File: src/rtl/input_conditioner_pkg.sv
// Shared constants and helper types for the two-channel switch input conditioner.
// The debounce defaults live here so the block and its bench agree on them.
package input_conditioner_pkg;

    localparam int DEFAULT_COUNTER_WIDTH = 3;
    localparam int DEFAULT_WAIT_TIME     = 3;

    typedef enum logic [1:0] {
        ACT_HOLD  = 2'd0,
        ACT_COUNT = 2'd1,
        ACT_LOAD  = 2'd2
    } condAction_e;

    // A synchronized level must persist past the count limit before it is accepted.
    function automatic condAction_e nextAction(input logic syncLevel,
                                               input logic condLevel,
                                               input logic atLimit);
        condAction_e action;
        action = ACT_HOLD;
        if (syncLevel != condLevel) begin
            action = atLimit ? ACT_LOAD : ACT_COUNT;
        end
        return action;
    endfunction

endpackage

File: src/rtl/input_conditioner_channel.sv
// One debounce channel: two-flop synchronizer, persistence counter, registered
// conditioned level with one-cycle rise/fall pulses aligned to the level change.
module conditioner_channel
    import input_conditioner_pkg::*;
#(
    parameter int COUNTER_WIDTH = DEFAULT_COUNTER_WIDTH,
    parameter int WAIT_TIME     = DEFAULT_WAIT_TIME
) (
    input  logic clk,
    input  logic reset,
    input  logic noisy,
    output logic conditioned,
    output logic positiveedge,
    output logic negativeedge
);

    localparam logic [COUNTER_WIDTH-1:0] LP_WAIT = COUNTER_WIDTH'(WAIT_TIME);

    if ((WAIT_TIME < 0) || (WAIT_TIME > (2 ** COUNTER_WIDTH) - 1)) begin : g_badWaitTime
        $error("conditioner_channel: WAIT_TIME %0d does not fit in COUNTER_WIDTH %0d bits",
               WAIT_TIME, COUNTER_WIDTH);
    end

    logic                     r_sync0;
    logic                     r_sync1;
    logic [COUNTER_WIDTH-1:0] r_count;
    logic                     r_conditioned;
    logic                     r_posEdge;
    logic                     r_negEdge;
    condAction_e              w_action;

    always_comb begin
        w_action = nextAction(r_sync1, r_conditioned, (r_count == LP_WAIT));
    end

    // Edge pulses default low every cycle and are only raised on the load cycle.
    always_ff @(posedge clk) begin
        if (reset) begin
            r_sync0       <= 1'b0;
            r_sync1       <= 1'b0;
            r_count       <= '0;
            r_conditioned <= 1'b0;
            r_posEdge     <= 1'b0;
            r_negEdge     <= 1'b0;
        end else begin
            r_sync0   <= noisy;
            r_sync1   <= r_sync0;
            r_posEdge <= 1'b0;
            r_negEdge <= 1'b0;
            case (w_action)
                ACT_COUNT: begin
                    r_count <= r_count + COUNTER_WIDTH'(1);
                end
                ACT_LOAD: begin
                    r_count       <= '0;
                    r_conditioned <= r_sync1;
                    r_posEdge     <= r_sync1;
                    r_negEdge     <= ~r_sync1;
                end
                default: begin
                    r_count <= '0;
                end
            endcase
        end
    end

    always_ff @(posedge clk) begin
        if (!reset) begin
            assert (r_count <= LP_WAIT);
        end
    end

    assign conditioned  = r_conditioned;
    assign positiveedge = r_posEdge;
    assign negativeedge = r_negEdge;

endmodule

File: src/rtl/input_conditioner.sv
// Two independent debounce channels feeding the downstream gate stage's A and B inputs.
module input_conditioner
    import input_conditioner_pkg::*;
#(
    parameter int COUNTER_WIDTH = DEFAULT_COUNTER_WIDTH,
    parameter int WAIT_TIME     = DEFAULT_WAIT_TIME
) (
    input  logic clk,
    input  logic reset,
    input  logic noisy_a,
    input  logic noisy_b,
    output logic conditioned_a,
    output logic conditioned_b,
    output logic positiveedge_a,
    output logic positiveedge_b,
    output logic negativeedge_a,
    output logic negativeedge_b
);

    conditioner_channel #(
        .COUNTER_WIDTH (COUNTER_WIDTH),
        .WAIT_TIME     (WAIT_TIME)
    ) u_chan_a (
        .clk          (clk),
        .reset        (reset),
        .noisy        (noisy_a),
        .conditioned  (conditioned_a),
        .positiveedge (positiveedge_a),
        .negativeedge (negativeedge_a)
    );

    conditioner_channel #(
        .COUNTER_WIDTH (COUNTER_WIDTH),
        .WAIT_TIME     (WAIT_TIME)
    ) u_chan_b (
        .clk          (clk),
        .reset        (reset),
        .noisy        (noisy_b),
        .conditioned  (conditioned_b),
        .positiveedge (positiveedge_b),
        .negativeedge (negativeedge_b)
    );

endmodule
File: config.mk
export PLATFORM = sky130hd
export DESIGN_NAME = input_conditioner
export DESIGN_NICKNAME = d
export VERILOG_FILES = /design/src/rtl/input_conditioner_pkg.sv /design/src/rtl/input_conditioner_channel.sv /design/src/rtl/input_conditioner.sv
export SDC_FILE = /design/constraint.sdc
export NUM_CORES = 1
export LEC_CHECK = 0
export BUFFER_PORTS_ARGS = -buffer_cell sky130_fd_sc_hd__buf_2
export CORE_AREA = 5 5 42 44
export CTS_CLUSTER_SIZE = 10
export DETAILED_ROUTE_END_ITERATION = 10
export DIE_AREA = 0 0 47 49
export HOLD_SLACK_MARGIN = 0.12
export PLACE_DENSITY = 0.68
export REMOVE_ABC_BUFFERS = 1
export SYNTH_ARGS = -nofsm -noshare
export SYNTH_HDL_FRONTEND = slang
export SYNTH_SLANG_ARGS = --single-unit
File: constraint.sdc
create_clock -name clk -period 2.1 [get_ports clk]
set_input_delay 0.42 -clock clk [delete_from_list [all_inputs] [get_ports clk]]
set_output_delay 0.42 -clock clk [all_outputs]
set_load 0.005 [all_outputs]
==> results.json <==
{
  "die_y_um": 49,
  "maxCapViolCount": 0,
  "ys_ff_latch": 16,
  "diodes": 0,
  "slew_headroom_pct": 80.6,
  "synth_xor_area_share_pct": 3.09,
  "clk_pin_slew_ns": 0.09,
  "start_util_pct": 40.4,
  "wl_per_cell_um": 9.89,
  "synth_edf_count": 0,
  "critical_path.top_delay_family": "flip-flops",
  "htreeDepth": 1,
  "core_area_sq_mm": 0.00140,
  "area.sequential_sq_um": 320,
  "ant_nets": 0,
  "drt_iter0_drc": 4,
  "final_util_pct": 46.9,
  "startpoint_type": "flip-flop",
  "ys_seq_area_share_pct": 56.5,
  "cts_root_buf": "clkbuf_4",
  "synth_area_leaders": "dfxtp_1 (57%), and4bb_2 (8.8%), ha_1 (8.8%)",
  "status": "finished clean",
  "powerDensity_mw_per_mm2": 786,
  "cpMaxStageDelayCell": "dfxtp_1",
  "synth_top_area_cell": "dfxtp_1",
  "synth_common_cells": "dfxtp_1 (16), and4bb_2 (4), ha_1 (4), nor4_1 (4)",
  "cp.arrival_ns": 0.82,
  "grt_max_degree": 17,
  "antenna_found_initial": 0,
  "num-fill-cells": 141,
  "gp_congestion": 0.618,
  "hold_viol": 0,
  "die_area_sq_mm": 0.00230,
  "num-nets-final": 64,
  "postSynthCellCount": 43,
  "whs_ns": 0.349,
  "grtUsageTotal_pct": 7.58,
  "cts_made_buffers": 3,
  "die_x_um": 47,
  "hp-class": "input port to flip-flop",
  "peakVddDrop_mv": 0.386,
  "synth_fa_ha_area_share_pct": 8.83,
  "max_stage_delay_ns": 0.41,
  "multi_input_area_sq_um": 228,
  "cts_sinks": 16,
  "clk_latency_ns": 0.27,
  "grt_pass1_vias": 308,
  "fin_tns_setup_ns": 0,
  "cp.required_ns": 1.68,
  "firstDrtPassIters": 3,
  "avgSynthCellArea_sq_um": 13.2,
  "synth_compound_area_share_pct": 0,
  "finalWirelength_um": 702,
  "finalCritPeriodShare_pct": 58.9,
  "vias_per_cell": 4.76,
  "cp-end-kind": "output port",
  "cts_hold_buf": 0,
  "rows": 14,
  "syn2layout_area_growth_pct": 15.9,
  "grt_pass1_wl_um": 1310,
  "synth_top_family_by_area": "simple AND/OR/NAND/NOR gates",
  "crit_chain": "buf_2",
  "synth_area_sq_um": 567,
  "finalSetupViolCount": 0,
  "slew_violations": 0,
  "max_freq_mhz": 808,
  "cts_resized": 0,
  "postCtsSetupRepairBufs": 0,
  "worstPathMaxFanout": 5,
  "finalClockSkew_ns": 0.000743,
  "io_pins": 10,
  "synth_cell_types": 12,
  "max_slew.worst_pin.slew_ns": 0.288,
  "grt-ovfl-total": 0,
  "hpwl_um": 513,
  "portBuffers": 9,
  "num_vias": 338,
  "yosys_most_used_dff": "dfxtp_1",
  "drc": 0,
  "drive_above_1_share_pct": 34.5,
  "synth_top_area_share_pct": 56.5,
  "synth-simple-area-share_pct": 24.7,
  "muxShareOfSynthArea_pct": 3.53,
  "path_class": "flip-flop to output port",
  "rsz0062_at_grt": "no",
  "synth_most_common_cell": "dfxtp_1",
  "leakagePower_uw": 0.000274,
  "cts_buffer_depth": 2,
  "cp.buffers_inverters": 1,
  "synth-async-reset-ratio_pct": 0,
  "fin_crit_ns": 1.24,
  "yosysWarnings": 0,
  "cts_tree": "built"
}
## final cells by class
type,count,area share [%]
inverter,2,1.14
clock buffer,4,5.52
sequential,16,48.8
multi-input combinational,24,34.7
timing repair buffer,9,6.86
tap,16,3.05
## cells by family after synthesis
family                   Yosys count
flip-flops                        16
AND/OR/NAND/NOR                   16
multiplexers                       2
XOR/XNOR                           2
adder cells (fa/ha/maj)            4
buffers and inverters              3
## report_power, final
group	total [uW]	internal, uW	switching (uW)
clock	192	105	87.0
sequential	310	308	2.43
combinational	14.0	7.31	6.68
## sequential cells by signal, indices dropped and copies added (netlist names)
name / cells
u_chan_b.positiveedge: 1
u_chan_b.conditioned: 1
u_chan_a.negativeedge: 1
u_chan_a.r_sync0: 1
u_chan_b.r_count: 3
u_chan_b.r_sync1: 1
u_chan_a.positiveedge: 1
u_chan_a.r_sync1: 1
u_chan_b.negativeedge: 1
u_chan_b.r_sync0: 1
u_chan_a.conditioned: 1
u_chan_a.r_count: 3
## stage by stage
step                power (uW)  cells  instance area, sq um  setup slack (ns)
floorplan                  324     42                   556              1.04
global placement           332     67                   621             0.972
detailed placement         332     67                   621             0.940
CTS                        527     71                   657             0.848
global route               549     71                   657             0.784
finish                     517     71                   657             0.862
## layout by cell type, fill, tap and decap left out
cell type / instances
dfxtp_1: 16
clkbuf_8: 1
and4bb_2: 4
xnor2_1: 2
and2b_1: 2
ha_1: 4
nor2b_1: 2
nor4_1: 4
buf_2: 9
mux2i_1: 2
nor2_1: 2
clkbuf_4: 3
nor4b_2: 2
inv_1: 2
## final timing paths
check,endpoint,slack [ns],start,cells after the start
min reg2reg,u_chan_b.r_count[0],0.44,u_chan_b.r_count[0],1
min,u_chan_b.r_sync0,0.35,noisy_b,2
max,conditioned_a,0.86,u_chan_a.conditioned,1
max reg2reg,u_chan_b.conditioned,0.95,u_chan_b.r_count[0],4
## per-layer routing
metal  wire length [um]  track usage [%]  vias to the layer above
met2                336             9.95                        4
met3                 26             2.21                        0
met1                339             10.8                      157
met4                  0             4.15                        0
li1                   -                -                      177
met5                  0                0                        -
Power figures use the tool's default switching activity.
